--- config.mk ---
export PLATFORM = sky130hd
export DESIGN_NAME = hybrid_pwm_sd_mc
export DESIGN_NICKNAME = d
export VERILOG_FILES = /design/src/rtl/hybrid_pwm_sd_mc.sv
export SDC_FILE = /design/constraint.sdc
export NUM_CORES = 1
export LEC_CHECK = 0
export CAP_MARGIN = 20
export CORE_MARGIN = 8
export CORE_UTILIZATION = 35
export DETAILED_ROUTE_END_ITERATION = 6
export PLACE_DENSITY = 0.61
export SYNTH_ARGS = -nofsm -noshare
export SYNTH_HDL_FRONTEND = slang
export SYNTH_SLANG_ARGS = --single-unit
--- constraint.sdc ---
create_clock -name clk -period 10.4 [get_ports clk]
set_clock_uncertainty 0.2 [all_clocks]
set_input_delay 1.56 -clock clk [delete_from_list [all_inputs] [get_ports clk]]
set_output_delay 1.56 -clock clk [all_outputs]
set_load 0.01 [all_outputs]
--- src/rtl/hybrid_pwm_sd_mc.sv ---
// Multi-channel hybrid PWM / sigma-delta DAC.
// Each channel turns a DW-bit sample into a 1-bit output. A P-bit PWM frame
// carries the coarse value. A first-order error accumulator carries the
// remaining fine bits from frame to frame. An optional periodic dump re-centres
// every residual so that idle tones cannot lock in.
module hybrid_pwm_sd_mc #(
  parameter int CHANNELS  = 2,
  parameter int DW        = 16,
  parameter int PWM_BITS  = 5,
  parameter int DUMP_BITS = 10,
  parameter int SIGNED_IN = 0
) (
  input  logic                   clk,
  input  logic                   reset,
  input  logic                   enable,
  input  logic [CHANNELS*DW-1:0] din,
  input  logic                   din_valid,
  output logic                   sample_req,
  output logic [CHANNELS-1:0]    q
);

  localparam int P  = PWM_BITS;
  localparam int RW = DW - PWM_BITS;

  localparam logic [P-1:0]  CNT_MAX    = {P{1'b1}};
  localparam logic [P-1:0]  CNT_PRE    = CNT_MAX - P'(1);
  localparam logic [P-1:0]  THR_MID    = P'(1) << (P - 1);
  localparam logic [DW-1:0] MID_CODE   = DW'(1) << (DW - 1);
  localparam logic [DW-1:0] SCALE_BASE = DW'(1) << RW;
  localparam logic [RW-1:0] RES_DUMP   = RW'(1) << (RW - 1);

  // The hold register resets to whichever raw code decodes to unsigned midscale.
  localparam logic [DW-1:0] HOLD_RESET = (SIGNED_IN != 0) ? '0 : MID_CODE;

  logic [P-1:0] cnt;
  logic         frame_end;
  logic         dump;

  assign frame_end = (cnt == CNT_MAX);

  // Free-running frame counter shared by all channels.
  always_ff @(posedge clk) begin
    if (reset) begin
      cnt <= '0;
    end else begin
      cnt <= cnt + P'(1);
    end
  end

  // Request the next sample during the last clock of every frame.
  always_ff @(posedge clk) begin
    if (reset) begin
      sample_req <= 1'b0;
    end else begin
      sample_req <= (cnt == CNT_PRE);
    end
  end

  if (DUMP_BITS > 0) begin : g_dump
    logic [DUMP_BITS-1:0] dump_cnt;
    logic                 dump_r;

    // Dump timer: the strobe is high for the one clock that follows each wrap.
    always_ff @(posedge clk) begin
      if (reset) begin
        dump_cnt <= '0;
        dump_r   <= 1'b0;
      end else begin
        dump_cnt <= dump_cnt + DUMP_BITS'(1);
        dump_r   <= (dump_cnt == {DUMP_BITS{1'b1}});
      end
    end

    assign dump = dump_r;
  end else begin : g_no_dump
    assign dump = 1'b0;
  end

  for (genvar n = 0; n < CHANNELS; n++) begin : g_ch
    logic [DW-1:0] hold;
    logic [DW-1:0] u;
    logic [DW-1:0] ceil_part;
    logic [DW-1:0] f_val;
    logic [DW-1:0] scaled;
    logic [DW-1:0] sigma;
    logic [DW-1:0] sum;
    logic [P-1:0]  thr;
    logic          q_bit;

    // The signed format differs from offset binary only in the sign bit.
    assign u = (SIGNED_IN != 0) ? {~hold[DW-1], hold[DW-2:0]} : hold;

    // floor(u*(2^P-2)/2^P) equals u - ceil(u/2^(P-1)). This exact form needs no wide product.
    assign ceil_part = {{(P - 1){1'b0}}, u[DW-1:P-1]} + DW'(|u[P-2:0]);
    assign f_val     = SCALE_BASE + u - ceil_part;

    // The residual field feeds back into the next frame's total.
    assign sum = scaled + {{P{1'b0}}, sigma[RW-1:0]};

    // Hold the most recent sample until a new one is presented.
    always_ff @(posedge clk) begin
      if (reset) begin
        hold <= HOLD_RESET;
      end else if (din_valid) begin
        hold <= din[n*DW +: DW];
      end
    end

    // Three-stage frame pipeline: scale, accumulate, and latch the PWM threshold.
    always_ff @(posedge clk) begin
      if (reset) begin
        scaled <= MID_CODE;
        sigma  <= MID_CODE;
        thr    <= THR_MID;
      end else begin
        if (frame_end) begin
          scaled          <= f_val;
          sigma[DW-1:RW]  <= sum[DW-1:RW];
          thr             <= sigma[DW-1:RW];
        end
        if (dump) begin
          sigma[RW-1:0] <= RES_DUMP;
        end else if (frame_end) begin
          sigma[RW-1:0] <= sum[RW-1:0];
        end
      end
    end

    // Registered PWM compare. Output is high while the count is at or below the threshold.
    always_ff @(posedge clk) begin
      if (reset) begin
        q_bit <= 1'b0;
      end else begin
        q_bit <= enable && (cnt <= thr);
      end
    end

    assign q[n] = q_bit;
  end

endmodule

==> impl_metrics.yaml, run 1 <==
run_status:
  outcome: "complete, no violations"
timing:
  period_needed_ns: 3.61
  finalMaxSlewViolations: 0
  final_hold_viol_count: 0
  slew_headroom_pct: 34.4
  setup_violations: 0
  period_share_pct: 34.7
  final.setup.tns_ns: 0
  max_freq_ghz: 0.277
  tightest_slew_ns: 0.985
  grt_setup_unrepaired: "false"
cells_and_area:
  fin_cells: 1215
  drive_gt1_share_pct: 5.13
  syn_to_final_growth_pct: 17.1
  layout_common_cells: "125 x dfxtp_1, 122 x nor2_1, 95 x ha_1"
  final_common_cell: "dfxtp_1"
  antennaDiodeCount: 0
  nets: 1064
synth:
  netlist_area_um2: 7680
  ys_seq_elements: 125
  synthDistinctLibCells: 52
  synth_fp_nets: 1037
  async_flop_share_pct: 0
  yosysTopAreaCellShare_pct: 32.6
  yosys.area.top_type: "dfxtp_1"
  synth_area_leaders: "dfxtp_1 33%, ha_1 16%, mux2i_1 7.4%"
  postSynthCellCount: 895
  yosysWarnings: 0
  yosysSeqAreaShare_pct: 32.6
  synth_area_per_cell_um2: 8.58
  synth_edf_count: 0
  ys.flop_type: "dfxtp_1"
power_and_ir_drop:
  p_per_area_nw_per_um2: 160
  worst_ir_drop_vdd_mv: 0.121
  power.leakage_uw: 0.00378
global_routing:
  grt_antenna_before_repair: 0
  track_usage_pct: 11.6
  grt_max_degree: 57
  grt_pass1_vias: 5626
  grt_pass1_wl_um: 25800
  grt-ovfl-total: 0
routing:
  postRouteAntennaNets: 0
  drt-pass1-iter-count: 5
  routed_wl_um: 14900
  drcViolationCount: 0
  viasPerCell: 4.85
  wl_per_cell_um: 12.3
  drtIter0Drc: 280
  route.vias.total: 5887
clock_network:
  cts_sinks: 125
  cts_made_buffers: 17
  clk_latency_ns: 0.42
  cts_setup_buffers: 0
  cts-root-buf: "clkbuf_16"
  clk_path_buf_depth: 2
  ctsHoldBuffers: 0
  cts_max_level: 4
  cts_resized: 0
  cts_tree: "yes"
  clk_pin_slew_ns: 0.06
placed_design:
  dp.cells: 1183
  gp_congestion: 0.790
  hpwl_um: 10800
  io_buffers: 38
setup_path:
  crit_arrival_ns: 3.71
  worst-path-max-fanout: 3
  path_buf_inv: 3
  end_kind: "flip-flop"
  crit_type: "flip-flop to flip-flop"
  cp_slowest_cell: "fa_1"
  critPathLaunchType: "flip-flop"
  required_ns: 10.50
  critical_path.max_stage_delay_ns: 0.41
  critPathTopFamily: "adder cells"
  path_cells: "inv_1, nand4_1, fa_1, fa_1, inv_1, ha_1, inv_1, fa_1, and2b_1, o21ai_1, a21oi_1, o21ai_2, o21ai_0, mux2i_1, a311o_1"
floorplanning:
  core_um2: 21700
  dieArea_um2: 26900
  start_util_pct: 35.4
  num_rows: 54
  die_h_um: 164
  io-pin-count: 39
  die_x_um: 164
run:
  maxCapViolCount: 0
worst_hold_path:
  hold_path.class: "flip-flop to flip-flop"
[stage by stage]
step	power (µW)	worst slack (ns)	utilization, %	hold WS [ns]	area (µm²)
2_1_floorplan	706	7.08	-	0.218	7680
3_3_place_gp	765	6.92	38.3	0.233	8300
3_5_place_dp	767	6.77	38.3	0.247	8300
4_1_cts	1460	6.76	41.4	0.254	8990
5_1_grt	1520	6.56	41.4	0.279	8990
6_report	1440	6.79	41.4	0.244	8990
[cells by family (layout without fill, tap and decap cells)]
logic type	after synthesis	in the layout	synth area share [%]
fa+ha+maj	106	106	18.3
mux	57	57	7.43
simple gates	271	271	16.3
compound gates	167	167	14.0
buf+inv	124	164	6.21
xor+xnor	45	45	5.13
flops	125	125	32.6
[final cells by class]
cell class,instances,area [µm²]
Tap cell,280,350
Sequential cell,125,2500
Inverter,91,342
Fill cell,2179,12700
Clock buffer,19,453
Timing Repair Buffer,41,395
Clock inverter,13,236
Multi-Input combinational cell,646,4710
[power breakdown]
part | switching (µW) | internal [µW]
registers | 9.36 | 489
logic | 137 | 120
clock network | 223 | 463
[path summary, 6_finish.rpt]
path,startpoint,endpoint,slack (ns),depth (start not counted)
setup / recovery,g_ch[1].hold[1],g_ch[1].scaled[14],6.79,15
hold / removal,g_dump.dump_cnt[0],g_dump.dump_cnt[0],0.24,1
setup reg to reg,g_ch[1].hold[1],g_ch[1].scaled[14],6.79,15
hold reg to reg,g_dump.dump_cnt[0],g_dump.dump_cnt[0],0.24,1
[layer usage]
| metal | vias up | share of wire (%) | global-route usage (%) |
|---|---|---|---|
| li1 | 3154 | - | - |
| met1 | 2671 | 51 | 14.8 |
| met2 | 49 | 45 | 18.9 |
| met3 | 13 | 2.2 | 2.48 |
| met4 | 0 | 1.4 | 4.26 |
| met5 | - | 0 | 0 |
[sequential cells by signal, indices dropped and copies added, names as in the netlist]
signal / flops
sample_req: 1
dump: 1
g_ch.scaled: 32
g_ch.q_bit: 2
cnt: 5
g_dump.dump_cnt: 10
g_ch.thr: 10
g_ch.sigma: 32
g_ch.hold: 32
[synthesized netlist by cell type, drive strengths merged (2+ instances only)]
cell and number:
fa 10, nor4 2, a41oi 2, a21oi 49, dfxtp 125, nor2 122
clkbuf 17, nand2b 8, xor2 17, nor2b 18, mux2i 57, nand3 17
o211ai 6, ha 96, nor4b 2, a211o 3, inv 91, a21o 14
nor3 16, a31o 3, nand4 10, and3 9, o22ai 6, a211oi 23
o21ai 32, o21a 6, or3 11, o31a 2, o21bai 4, nand2 48
xnor2 28, or2 2, and4 2, a311o 2, a31oi 10, buf 16
Note: power is estimated with default switching activity, not from simulation.
==> inputs of run 2 (changes only) <==
==> constraint.sdc (replaced) <==
create_clock -name clk -period 3.6 [get_ports clk]
set_clock_uncertainty 0.2 [all_clocks]
set_input_delay 0.54 -clock clk [delete_from_list [all_inputs] [get_ports clk]]
set_output_delay 0.54 -clock clk [all_outputs]
set_load 0.01 [all_outputs]
==> run 2 against run 1 <==
  * Via count increased by 1.0%
  * Combinational power grew to 2.9 times the previous value
  * Clock power increased to 2.8 times the previous value
  * Design area rose by 0.26%
  * Clock-buffer cell count unchanged
  * Critical path type unchanged
  * Critical path depth unchanged
  * Non-clock buffer count increased by 5
  * Die area unchanged
  * Fmax rose by 7.7%
==> impl_metrics.yaml, run 2 (synthesized netlist as in run 1, its figures left out) <==
placed_design:
  dp.cells: 1188
  gp_congestion: 0.793
  dpl_cell_area_um2: 8340
  io_buffers: 38
  place_ws_ns: 0.0401
  hpwl_um: 11000
power_and_ir_drop:
  pwr-share-seq_pct: 35.2
  p_per_area_nw_per_um2: 454
  worst_ir_drop_vdd_mv: 0.347
  power_frac_comb_pct: 18.2
  netSwitchingFraction_pct: 26.0
  intPower_uw: 3030
  power.share.clock_pct: 46.7
  power.leakage_uw: 0.00380
  p_sw_uw: 1060
setup_path:
  crit_arrival_ns: 3.45
  crit_type: "flip-flop to flip-flop"
  end_kind: "flip-flop"
  critical_path.max_stage_delay_ns: 0.36
  worst-path-max-fanout: 3
  cp_slowest_cell: "fa_2"
  critPathLaunchType: "flip-flop"
  critPathMostFrequentCell: "inv_1"
  required_ns: 3.70
  path_cells: "inv_1, nand4_1, fa_2, fa_1, inv_1, ha_2, inv_1, fa_1, and2b_1, o21ai_1, a21oi_2, o21ai_2, o21ai_2, mux2i_1, a311o_1"
timing:
  period_share_pct: 93.2
  whs_ns: 0.247
  finalWorstSetupSlack_ns: 0.246
  finalMaxSlewViolations: 0
  grt_setup_unrepaired: "false"
  final.setup.tns_ns: 0
  slew_headroom_pct: 35.2
  tightest_slew_ns: 0.973
  max_freq_ghz: 0.298
  period_needed_ns: 3.35
  setup_violations: 0
  final_hold_viol_count: 0
clock_network:
  cts_made_buffers: 17
  cts-root-buf: "clkbuf_16"
  cts_setup_buffers: 0
  clk_path_buf_depth: 2
  cts_max_level: 4
  ctsHoldBuffers: 0
  clk_latency_ns: 0.42
  clk_pin_slew_ns: 0.06
  cts_resized: 0
  cts_tree: "yes"
  cts_sinks: 125
floorplanning:
  io-pin-count: 39
  core_um2: 21700
  dieArea_um2: 26900
  die_h_um: 164
  start_util_pct: 35.4
  num_rows: 54
  die_x_um: 164
cells_and_area:
  fin_cells: 1220
  seq_area_um2: 2500
  drive_gt1_share_pct: 6.06
  nets: 1069
  reg.largest.list: "g_ch.hold (32), g_ch.scaled (32), g_ch.sigma (32)"
  syn_to_final_growth_pct: 17.4
  fill_cells: 2166
  layout_common_cells: "125 x dfxtp_1, 122 x nor2_1, 94 x ha_1"
  design_area_um2: 9010
  final_common_cell: "dfxtp_1"
  multi_input_area_um2: 4720
  antennaDiodeCount: 0
global_routing:
  grt_pass1_wl_um: 26400
  grt_pass1_vias: 5797
  grt_max_degree: 41
  track_usage_pct: 11.8
  grt_antenna_before_repair: 0
  grt-ovfl-total: 0
  met3_usage_pct: 2.38
  top_usage_layer: "met2"
  grt_use_met1_pct: 15.2
  met2_usage_pct: 18.9
routing:
  wl_per_cell_um: 12.2
  routed_wl_um: 14900
  drcViolationCount: 0
  drtIter0Drc: 269
  viasPerCell: 4.87
  postRouteAntennaNets: 0
  drt-pass1-iter-count: 4
  route.vias.total: 5947
worst_hold_path:
  hold_path.class: "flip-flop to flip-flop"
run_status:
  outcome: "complete, no violations"
run:
  maxCapViolCount: 0
[run 2: critical path: cells and delay by family, from the launching register on]
family / cells / cell delay (ns)
fa+ha+maj: 4 / 1.27
compound gates: 5 / 0.84
simple gates: 2 / 0.33
flops: 1 / 0.31
buf+inv: 3 / 0.21
mux: 1 / 0.08
[run 2: final cells by class]
cell class / count / area share [%]
flip-flops and latches: 125 / 27.8
inverters: 91 / 3.79
multi-input cells: 646 / 52.4
clock buffers: 19 / 5.03
repair buffers: 46 / 4.80
well taps: 280 / 3.89
clock inverters: 13 / 2.33
[run 2: metrics by stage]
| stage | util, % | total power [µW] |
|---|---|---|
| 3_5_place_dp | 38.4 | 2210 |
| 3_3_place_gp | 38.4 | 2200 |
| 2_1_floorplan | - | 2040 |
| 6_report | 41.6 | 4090 |
| 4_1_cts | 41.5 | 4150 |
| 5_1_grt | 41.6 | 4320 |
[run 2: power groups by stage]
| stage | clock network (µW) | registers [µW] | logic, µW |
|---|---|---|---|
| after floorplan | 0 | 1460 | 577 |
| after global routing | 2030 | 1440 | 853 |
| after global placement | 0 | 1470 | 734 |
| after detailed placement | 0 | 1470 | 741 |
| final | 1910 | 1440 | 744 |
| after CTS | 1960 | 1440 | 749 |
[run 2: metal layers]
layer | up-vias | routed length (µm)
met5 | - | 0
met4 | 0 | 222
met3 | 16 | 361
met2 | 64 | 6750
met1 | 2713 | 7610
li1 | 3154 | -
[run 2: path summary, 6_finish.rpt]
check                startpoint                 end  slack [ns]  cells after the start
min reg2reg  g_dump.dump_cnt[0]  g_dump.dump_cnt[0]        0.25                      1
max             g_ch[1].hold[0]  g_ch[1].scaled[14]        0.25                     15
min          g_dump.dump_cnt[0]  g_dump.dump_cnt[0]        0.25                      1
max reg2reg     g_ch[1].hold[0]  g_ch[1].scaled[14]        0.25                     15
